### src/rtl/mem_access_if.sv
// Data-memory req/ack port between the mem_access stage (master) and the data memory (slave).
interface mem_access_if;
    logic        req;
    logic        we;
    logic [31:0] addr;
    logic [3:0]  wstrb;
    logic [31:0] wdata;
    logic [31:0] rdata;
    logic        ack;

    modport master (output req, we, addr, wstrb, wdata, input rdata, ack);
    modport slave  (input req, we, addr, wstrb, wdata, output rdata, ack);
endinterface

### src/rtl/mem_access.sv
// RV32I memory-access stage: load/store over a req/ack port with lane steering and extension.
// Optional macro MISALIGN_TRAP_EN: trap misaligned H/W accesses instead of forcing alignment.
module mem_access #(
    parameter int unsigned WAIT_MAX = 255
) (
    input  logic         clk,
    input  logic         rst,
    input  logic         valid_in,
    output logic         ready_out,
    input  logic         is_load,
    input  logic         is_store,
    input  logic [2:0]   funct3,
    input  logic [31:0]  alu_result,
    input  logic [31:0]  store_data,
    input  logic [4:0]   rd_in,
    input  logic         reg_we_in,
    output logic         valid_out,
    output logic [31:0]  wb_data,
    output logic [4:0]   rd_out,
    output logic         reg_we_out,
    mem_access_if.master dmem,
    output logic         bus_err,
    output logic         misalign_err
);

    localparam logic [1:0]  S_IDLE   = 2'd0;
    localparam logic [1:0]  S_REQ    = 2'd1;
    localparam logic [1:0]  S_RESP   = 2'd2;
    localparam logic [15:0] CNT_LAST = 16'(WAIT_MAX - 1);

    logic [1:0]  state_q, state_d;
    logic [15:0] cnt_q, cnt_d;
    logic        ready_q, ready_d;
    logic        valid_q, valid_d;
    logic [31:0] wb_data_q, wb_data_d;
    logic [4:0]  rd_q, rd_d;
    logic        reg_we_q, reg_we_d;
    logic        bus_err_q, bus_err_d;
    logic        mis_q, mis_d;
    logic        req_q, req_d;
    logic        dwe_q, dwe_d;
    logic [31:0] addr_q, addr_d;
    logic [3:0]  strb_q, strb_d;
    logic [31:0] wdata_q, wdata_d;
    logic [2:0]  f3_q, f3_d;
    logic [1:0]  lo_q, lo_d;
    logic [4:0]  pend_rd_q, pend_rd_d;
    logic        pend_we_q, pend_we_d;

    logic [1:0]  a_lo;
    logic        is_mem;
    logic        f3_legal;
    logic        mis_hit;
    logic [3:0]  st_strb;
    logic [31:0] st_wdata;
    logic [7:0]  ld_byte;
    logic [15:0] ld_half;
    logic [31:0] ld_val;

    assign a_lo   = alu_result[1:0];
    assign is_mem = is_load | is_store;

    always_comb begin
        f3_legal = 1'b0;
        if (is_store)
            f3_legal = (funct3 == 3'b000) || (funct3 == 3'b001) || (funct3 == 3'b010);
        else
            f3_legal = (funct3 != 3'b011) && (funct3 != 3'b110) && (funct3 != 3'b111);
    end

`ifdef MISALIGN_TRAP_EN
    assign mis_hit = f3_legal &&
                     (((funct3[1:0] == 2'b01) && a_lo[0]) ||
                      ((funct3[1:0] == 2'b10) && (a_lo != 2'b00)));
`else
    assign mis_hit = 1'b0;
`endif

    // Without the trap, halfword steering looks at a[1] only and word ignores a.
    always_comb begin
        st_strb  = 4'b1111;
        st_wdata = store_data;
        case (funct3[1:0])
            2'b00: begin
                st_strb  = 4'b0001 << a_lo;
                st_wdata = {4{store_data[7:0]}};
            end
            2'b01: begin
                st_strb  = a_lo[1] ? 4'b1100 : 4'b0011;
                st_wdata = {2{store_data[15:0]}};
            end
            default: ;
        endcase
    end

    always_comb begin
        ld_byte = dmem.rdata[{lo_q, 3'b000} +: 8];
        ld_half = lo_q[1] ? dmem.rdata[31:16] : dmem.rdata[15:0];
        ld_val  = dmem.rdata;
        case (f3_q)
            3'b000:  ld_val = {{24{ld_byte[7]}}, ld_byte};
            3'b001:  ld_val = {{16{ld_half[15]}}, ld_half};
            3'b100:  ld_val = {24'h0, ld_byte};
            3'b101:  ld_val = {16'h0, ld_half};
            default: ld_val = dmem.rdata;
        endcase
    end

    always_comb begin
        state_d   = state_q;
        cnt_d     = cnt_q;
        ready_d   = ready_q;
        valid_d   = 1'b0;
        bus_err_d = 1'b0;
        mis_d     = 1'b0;
        reg_we_d  = 1'b0;
        wb_data_d = wb_data_q;
        rd_d      = rd_q;
        req_d     = req_q;
        dwe_d     = dwe_q;
        addr_d    = addr_q;
        strb_d    = strb_q;
        wdata_d   = wdata_q;
        f3_d      = f3_q;
        lo_d      = lo_q;
        pend_rd_d = pend_rd_q;
        pend_we_d = pend_we_q;
        case (state_q)
            S_IDLE: begin
                if (valid_in) begin
                    ready_d = 1'b0;
                    if (!is_mem) begin
                        state_d   = S_RESP;
                        valid_d   = 1'b1;
                        wb_data_d = alu_result;
                        rd_d      = rd_in;
                        reg_we_d  = reg_we_in;
                    end else if (!f3_legal || mis_hit) begin
                        // Faulting access: report the address on a trap, zero otherwise.
                        state_d   = S_RESP;
                        valid_d   = 1'b1;
                        wb_data_d = mis_hit ? alu_result : 32'h0;
                        rd_d      = rd_in;
                        mis_d     = mis_hit;
                    end else begin
                        state_d   = S_REQ;
                        cnt_d     = 16'h0;
                        req_d     = 1'b1;
                        dwe_d     = is_store;
                        addr_d    = {alu_result[31:2], 2'b00};
                        strb_d    = is_store ? st_strb : 4'b0000;
                        wdata_d   = is_store ? st_wdata : 32'h0;
                        f3_d      = funct3;
                        lo_d      = a_lo;
                        pend_rd_d = rd_in;
                        pend_we_d = is_load & reg_we_in;
                    end
                end
            end
            S_REQ: begin
                // Ack takes priority over a timeout landing on the same cycle.
                if (dmem.ack) begin
                    req_d     = 1'b0;
                    state_d   = S_RESP;
                    valid_d   = 1'b1;
                    rd_d      = pend_rd_q;
                    reg_we_d  = pend_we_q;
                    wb_data_d = dwe_q ? 32'h0 : ld_val;
                end else if (cnt_q == CNT_LAST) begin
                    req_d     = 1'b0;
                    state_d   = S_RESP;
                    valid_d   = 1'b1;
                    bus_err_d = 1'b1;
                    rd_d      = pend_rd_q;
                    wb_data_d = 32'h0;
                end else begin
                    cnt_d = cnt_q + 16'd1;
                end
            end
            S_RESP: begin
                state_d = S_IDLE;
                ready_d = 1'b1;
                cnt_d   = 16'h0;
            end
            default: begin
                state_d = S_IDLE;
                ready_d = 1'b1;
                req_d   = 1'b0;
            end
        endcase
    end

    always_ff @(posedge clk) begin
        if (rst) begin
            state_q   <= S_IDLE;
            cnt_q     <= 16'h0;
            ready_q   <= 1'b1;
            valid_q   <= 1'b0;
            wb_data_q <= 32'h0;
            rd_q      <= 5'h0;
            reg_we_q  <= 1'b0;
            bus_err_q <= 1'b0;
            mis_q     <= 1'b0;
            req_q     <= 1'b0;
            dwe_q     <= 1'b0;
            addr_q    <= 32'h0;
            strb_q    <= 4'h0;
            wdata_q   <= 32'h0;
            f3_q      <= 3'h0;
            lo_q      <= 2'h0;
            pend_rd_q <= 5'h0;
            pend_we_q <= 1'b0;
        end else begin
            state_q   <= state_d;
            cnt_q     <= cnt_d;
            ready_q   <= ready_d;
            valid_q   <= valid_d;
            wb_data_q <= wb_data_d;
            rd_q      <= rd_d;
            reg_we_q  <= reg_we_d;
            bus_err_q <= bus_err_d;
            mis_q     <= mis_d;
            req_q     <= req_d;
            dwe_q     <= dwe_d;
            addr_q    <= addr_d;
            strb_q    <= strb_d;
            wdata_q   <= wdata_d;
            f3_q      <= f3_d;
            lo_q      <= lo_d;
            pend_rd_q <= pend_rd_d;
            pend_we_q <= pend_we_d;
        end
    end

    assign ready_out    = ready_q;
    assign valid_out    = valid_q;
    assign wb_data      = wb_data_q;
    assign rd_out       = rd_q;
    assign reg_we_out   = reg_we_q;
    assign bus_err      = bus_err_q;
    assign misalign_err = mis_q;
    assign dmem.req     = req_q;
    assign dmem.we      = dwe_q;
    assign dmem.addr    = addr_q;
    assign dmem.wstrb   = strb_q;
    assign dmem.wdata   = wdata_q;

endmodule

### src/flat_wrapper.sv
// flat-port wrapper written by rule: the top's interface ports become plain ports
module mem_access_flat 
#(
    parameter int unsigned WAIT_MAX = 255
)
  (clk, rst, valid_in, ready_out, is_load, is_store, funct3, alu_result, store_data, rd_in, reg_we_in, valid_out, wb_data, rd_out, reg_we_out, bus_err, misalign_err, dmem_req, dmem_we, dmem_addr, dmem_wstrb, dmem_wdata, dmem_rdata, dmem_ack);
  mem_access_if dmem_i ();
  input  logic clk;
  input  logic rst;
  input  logic valid_in;
  output logic ready_out;
  input  logic is_load;
  input  logic is_store;
  input  logic [2:0] funct3;
  input  logic [31:0] alu_result;
  input  logic [31:0] store_data;
  input  logic [4:0] rd_in;
  input  logic reg_we_in;
  output logic valid_out;
  output logic [31:0] wb_data;
  output logic [4:0] rd_out;
  output logic reg_we_out;
  output logic bus_err;
  output logic misalign_err;
  output wire logic [$bits(dmem_i.req)-1:0] dmem_req;
  output wire logic [$bits(dmem_i.we)-1:0] dmem_we;
  output wire logic [$bits(dmem_i.addr)-1:0] dmem_addr;
  output wire logic [$bits(dmem_i.wstrb)-1:0] dmem_wstrb;
  output wire logic [$bits(dmem_i.wdata)-1:0] dmem_wdata;
  input wire logic [$bits(dmem_i.rdata)-1:0] dmem_rdata;
  input wire logic [$bits(dmem_i.ack)-1:0] dmem_ack;
  assign dmem_req = dmem_i.req;
  assign dmem_we = dmem_i.we;
  assign dmem_addr = dmem_i.addr;
  assign dmem_wstrb = dmem_i.wstrb;
  assign dmem_wdata = dmem_i.wdata;
  assign dmem_i.rdata = dmem_rdata;
  assign dmem_i.ack = dmem_ack;
  mem_access #(.WAIT_MAX(WAIT_MAX)) u_core (.clk(clk), .rst(rst), .valid_in(valid_in), .ready_out(ready_out), .is_load(is_load), .is_store(is_store), .funct3(funct3), .alu_result(alu_result), .store_data(store_data), .rd_in(rd_in), .reg_we_in(reg_we_in), .valid_out(valid_out), .wb_data(wb_data), .rd_out(rd_out), .reg_we_out(reg_we_out), .dmem(dmem_i), .bus_err(bus_err), .misalign_err(misalign_err));
endmodule
### config.mk
export PLATFORM = sky130hd
export DESIGN_NAME = mem_access_flat
export DESIGN_NICKNAME = d
export VERILOG_FILES = /design/src/rtl/mem_access_if.sv /design/src/rtl/mem_access.sv /design/src/flat_wrapper.sv
export SDC_FILE = /design/constraint.sdc
export NUM_CORES = 1
export LEC_CHECK = 0
export BUFFER_PORTS_ARGS = -buffer_cell sky130_fd_sc_hd__clkbuf_2
export CORE_MARGIN = 2
export CORE_UTILIZATION = 40
export DETAILED_ROUTE_END_ITERATION = 10
export GPL_TIMING_DRIVEN = 0
export PLACE_DENSITY = 0.68
export SLEW_MARGIN = 20
export SYNTH_ARGS = -nofsm -noshare
export SYNTH_HDL_FRONTEND = slang
export SYNTH_SLANG_ARGS = --single-unit
export TNS_END_PERCENT = 5
### constraint.sdc
create_clock -name clk -period 1.8 [get_ports clk]
set_clock_uncertainty 0.1 [all_clocks]
set_input_delay 0.27 -clock clk [delete_from_list [all_inputs] [get_ports clk]]
set_output_delay 0.27 -clock clk [all_outputs]
set_load 0.02 [all_outputs]
Yosys cells after proc, flatten, opt, wreduce, memory -nomap -nowiden --
Cells that the tools add are included. W data, S select, Z words.
Word-level totals: flip-flop bits (word level) 138, latch bits 0, bits in writable memories 0, bits in read-only memories 0, input bits 111, output and inout port bits 112, word-level logic and storage cells 111, memories kept 0
Operators by class: $add $sub $neg 1, multiply operators 0, div/mod/pow operators 0, magnitude comparators 0, equal/unequal tests 19, shifts and indexed selects 2, muxes and demuxes 51, bitwise gates (word level) 4, reduce and logical (&&, ||, !) cells 17
Operators with widths (number):
- $mux W32 | 7
- $pmux W32 S2 | 2
- $pmux W32 S4 | 1
- $mux W16 | 6
- $pmux W16 S3 | 1
- $shiftx A32 B6 Y8 | 1
- $mux W5 | 5
- $add A16 B1 Y16 const B | 1
- $eq A16 B8 Y1 const B | 1
- $mux W1 | 15
- $mux W2 | 5
- $pmux W5 S2 | 1
- $ne A3 B3 Y1 const B | 3
- $mux W4 | 2
- $pmux W4 S2 | 1
- $reduce_and A4 Y1 | 2
- $eq A3 B1 Y1 const B | 2
- $eq A3 B3 Y1 const B | 2
- $logic_not A3 Y1 | 2
- $ne A2 B2 Y1 const B | 3
- $ne A3 B2 Y1 const B | 2
- $pmux W1 S2 | 3
- $reduce_and A6 Y1 | 1
- $reduce_and A5 Y1 | 1
- 17 further kinds | 24

Logic depth before layout (Yosys ltp) --
depth after elaboration 8, depth in mapped cells 9

Worst setup path before layout --
OpenSTA, ideal clock, no wires.
path type register -> register, start point register u_core.cnt_q[0], end point register u_core.cnt_q[1], setup time 70 ps, arrival 1728 ps, data required time 1630 ps, slack -98 ps, cell stages (with the launch flop) 9, clock period less this slack 1898 ps, cells stage by stage dfxtp_1 -> inv_1 -> ha_1 -> and4b_1 -> and4_1 -> clkbuf_1 -> nand2b_1 -> or3_1 -> a21oi_1
Between the ends: longest elaborated chain between the ends 4
Ends and longest elaborated chain:
- start, declared | RTL line mem_access.sv:32 | logic [15:0] cnt_q, cnt_d;
- start signal, assigned | RTL line mem_access.sv:215 | cnt_q <= cnt_d;
- $add A16 B1 Y16 | RTL line mem_access.sv:177 | cnt_d = cnt_q + 16'd1;
- $mux W16 | RTL line mem_access.sv:169 | end else if (cnt_q == CNT_LAST) begin
- $mux W16 | RTL line mem_access.sv:162 | if (dmem.ack) begin
- $pmux W16 S3 | RTL line mem_access.sv:128 | case (state_q)
Parallel ways exist; a longest one is shown, timed or not. The select of a mux whose other input is x is not followed. A chain may end at the register's enable or synchronous reset.

Final worst setup path --
start point register u_core.lo_q[1], end point register u_core.wb_data_q[9] (netlist: u_core.wb_data[9])
Between the ends: longest elaborated chain between the ends 5
Ends and longest elaborated chain:
- start, declared | RTL line mem_access.sv:46 | logic [1:0] lo_q, lo_d;
- start signal, assigned | RTL line mem_access.sv:229 | lo_q <= lo_d;
- $shiftx A32 B6 Y8 or $mux W16 (tied branches) | RTL line mem_access.sv:97, mem_access.sv:98
- $pmux W32 S4 * | RTL line mem_access.sv:100 | case (f3_q)
- $mux W32 * | RTL line mem_access.sv:168 | wb_data_d = dwe_q ? 32'h0 : ld_val;
- $mux W32 * | RTL line mem_access.sv:162
- $pmux W32 S2 * | RTL line mem_access.sv:128
- end signal, assigned | RTL line mem_access.sv:218 | wb_data_q <= wb_data_d;
- end, declared | RTL line mem_access.sv:35 | logic [31:0] wb_data_q, wb_data_d;
Mark *: on every way between the ends. The rest lies on a longest branch, timed or not.

==> results.cfg <==
[logic_synthesis]
synth_seq_cells = 138
synth.cell_area_um2 = 6450
ys_types = 57
yosys_warnings = 0
syn_inst = 789
async_flop_share_pct = 0
syn_avg_cell_area_um2 = 8.18
seq_area_frac_synth_pct = 42.8
ys.flop_type = dfxtp_1
synth_enable_flop_cells = 0

[power_and_ir_drop]
ir_drop_v = 0.000661
power_density_nw_per_um2 = 932
p_total_w = 0.00874
p_leak_nw = 3.74

[timing]
finalSetupViolCount = 60
setup_tns_ps = -1780
drv_slew = 0
slew_headroom_pct = 47.1
rsz0062_at_grt = yes
fin_crit_ps = 1880
fin_crit_sh_pct = 104
fmaxAchievable_mhz = 532
hold_viol_final = 0
worst_slack_ps = -79.6
worstMarginPinSlew_ps = 793

[status]
violations = setup timing
status = finished with violations

[setup_path]
start_kind = register
r2r-start = u_core.lo_q[1]
crit_start = u_core.lo_q[1]
worstPathRequired_ps = 1980
r2r_cells = 7
critPathMaxFanout = 7
cp.arrival_ps = 2060
critPathCapture = u_core.wb_data[9]
setup.worst_path.end_class = register
rrSetupSlack_ps = -80
rr_endpoint = u_core.wb_data[9]
path_class = reg2reg

[route]
totalWireLength_um = 22900
vias = 6959
routedWlPerCell_um = 17.6
antenna_left = 0
vias_per_cell = 5.35
drt_iter0_drc = 432
drcViolationCount = 0
drt_first_pass_iters = 5

[placement]
placed_cell_area_um2 = 7850
dp_hpwl_um = 16400
port_buffers = 218
post-place-ws_ps = -554
globalplace.congestion = 0.941

[grt]
grt_pass1_wl_um = 33600
grt-ovfl-total = 0
grt_util_met1_pct = 33.7
grt_pass1_vias = 6390
busiest_layer = met2
track_usage_pct = 25.7
grt_antenna_before_repair = 0
met3_usage_pct = 7.53
grt_max_degree = 17
grt_util_met2_pct = 39.8

[clock_network]
cts_buffer_depth = 2
worstSkewPairLatency_ps = 430
cts_tree = done
cts_sinks = 138
htree_num_levels = 4
cts_buffers = 17
clkSlewWorstSetupHoldPaths_ps = 60
cts_root_buf = clkbuf_16

[final_layout]
antenna_cells = 0
final_area_um2 = 9370
nNetsFinal = 1186
post-route-util_pct = 59.2
syn_to_final_growth_pct = 45.3
drive_above_1_share_pct = 38.1

[floorplan]
die-area_um2 = 17200
initial_core_util_pct = 40.8
die_w_um = 131
io_pins = 223
die_h_um = 131
placementRows = 46
fp.coreArea_um2 = 15800

[worst_hold_path]
min_path_type = in2reg

[run]
maxCapViolCount = 0
==> routing by layer <==
layer / share of wire (%) / vias to the layer above
li1: - / 3359
met1: 43 / 3280
met2: 47 / 273
met3: 7.2 / 47
met4: 2.9 / 0
met5: 0 / -
==> cells in the final DEF, fill, tap and decap left out, types with 8 or more instances in the layout <==
master,netlist,layout
nor2_1,63,60
nor3_1,10,10
nand2_1,153,152
mux2_2,23,23
clkbuf_16,0,17
dfxtp_1,138,128
a21oi_1,112,100
o21ai_0,16,16
clkbuf_1,43,24
clkbuf_2,0,227
buf_4,7,22
a221oi_2,0,11
dlygate4sd3_1,0,32
dfxtp_2,0,8
mux2i_1,19,18
a211oi_2,10,21
a21oi_2,1,11
a211oi_1,24,13
xnor2_1,13,13
nand3_1,40,40
==> critical path, stage by stage (launching register included) <==
cell and delay, ps:
dfxtp_2 350, buf_8 120, mux4_2 550, a21oi_4 190, buf_12 140, a21oi_2 70
a21oi_2 130, a211oi_2 80
==> metrics by stage <==
step / hold slack (ps) / instances
2_1_floorplan: 306 / 791
3_3_place_gp: 340 / 1225
3_5_place_dp: 346 / 1225
4_1_cts: 2.65 / 1295
5_1_grt: 29.1 / 1300
6_report: 13.9 / 1300
==> worst min path at each step <==
| stage | end | cells past startpoint | slack (ps) | start |
|---|---|---|---|---|
| after detailed placement | u_core.dmem.wdata[20] | 2 | 350 | u_core.dmem.wdata[20] |
| final | u_core.pend_we_q | 3 | 10 | reg_we_in |
| after global routing | u_core.pend_we_q | 3 | 30 | reg_we_in |
| after floorplan | u_core.lo_q[0] | 2 | 310 | alu_result[0] |
| after CTS | u_core.dmem.addr[23] | 3 | 3 | alu_result[23] |
| after global placement | u_core.dmem.wdata[15] | 2 | 340 | u_core.dmem.wdata[15] |
==> state kept, by name, summed over array words and instances (netlist names) <==
register           count
u_core.valid_out       1
u_core.f3_q            3
u_core.lo_q            2
u_core.wb_data        32
u_core.cnt_q          16
u_core.pend_rd_q       5
u_core.dmem.we         1
u_core.dmem.wdata     32
u_core.dmem.req        1
u_core.ready_out       1
u_core.dmem.addr      30
u_core.dmem.wstrb      4
u_core.state_q         2
u_core.rd_out          5
u_core.bus_err         1
u_core.reg_we_out      1
u_core.pend_we_q       1
==> kinds of logic (layout without fill, tap and decap cells) <==
group | after synthesis | after routing | synth area share (%)
AOI/OAI and AO/OA | 206 | 206 | 20.8
other | 1 | 3 | 0.0581
adders and majority gates | 2 | 2 | 0.388
DFF | 138 | 138 | 42.8
xor gates and xnor gates | 14 | 14 | 1.90
buffers and inverters | 77 | 370 | 5.37
muxes | 43 | 43 | 7.31
and+or+nand+nor | 308 | 308 | 21.3
==> cells in the mapped netlist, types with 3 or more instances <==
library cell / number / area, um^2
buf_2: 16 / 80.1
nand3b_1: 4 / 30.0
clkbuf_1: 43 / 161
nand4_1: 4 / 25.0
or3_1: 3 / 18.8
a21oi_1: 112 / 561
inv_1: 5 / 18.8
and4b_1: 3 / 30.0
o21ai_0: 16 / 80.1
nand3_1: 40 / 200
xnor2_1: 13 / 114
a211oi_1: 24 / 180
buf_4: 7 / 52.6
a211oi_2: 10 / 125
nor2_1: 63 / 236
nand2b_1: 5 / 31.3
mux2i_1: 19 / 190
mux2_2: 23 / 259
nor3_1: 10 / 50.1
buf_1: 3 / 11.3
a311oi_1: 6 / 52.6
o221ai_1: 8 / 70.1
dfxtp_1: 138 / 2760
nor2b_1: 5 / 31.3
and4_1: 4 / 35.0
nand2_1: 153 / 574
a221oi_1: 16 / 140
==> where the power goes <==
group          switching, W  internal [W]  total [W]  leakage, nW
Clock               0.00135       0.00234    0.00369        0.303
Combinational       0.00103      0.000681    0.00171         2.30
Sequential         0.000104       0.00323    0.00334         1.13
Total               0.00248       0.00625    0.00874         3.74
==> timing repair <==
item                                   in CTS  in global routing
pin swaps                                   8                 21
endpoints found under the hold margin      32                  0
setup buffers                               8                  7
setup endpoints to repair                 125                123
cloned                                      1                  0
resized for setup                          62                 71
hold buffers                               32                  0
==> area by class of cell <==
type,instances,area [um^2]
inverter,6,22.5
buffer,68,440
sequential,138,2780
multi-input combinational,576,3680
clock inverter,11,170
timing repair buffer,266,1570
tap,216,270
clock buffer,19,443
fill,1432,6450
Power figures use the tool's default switching activity.
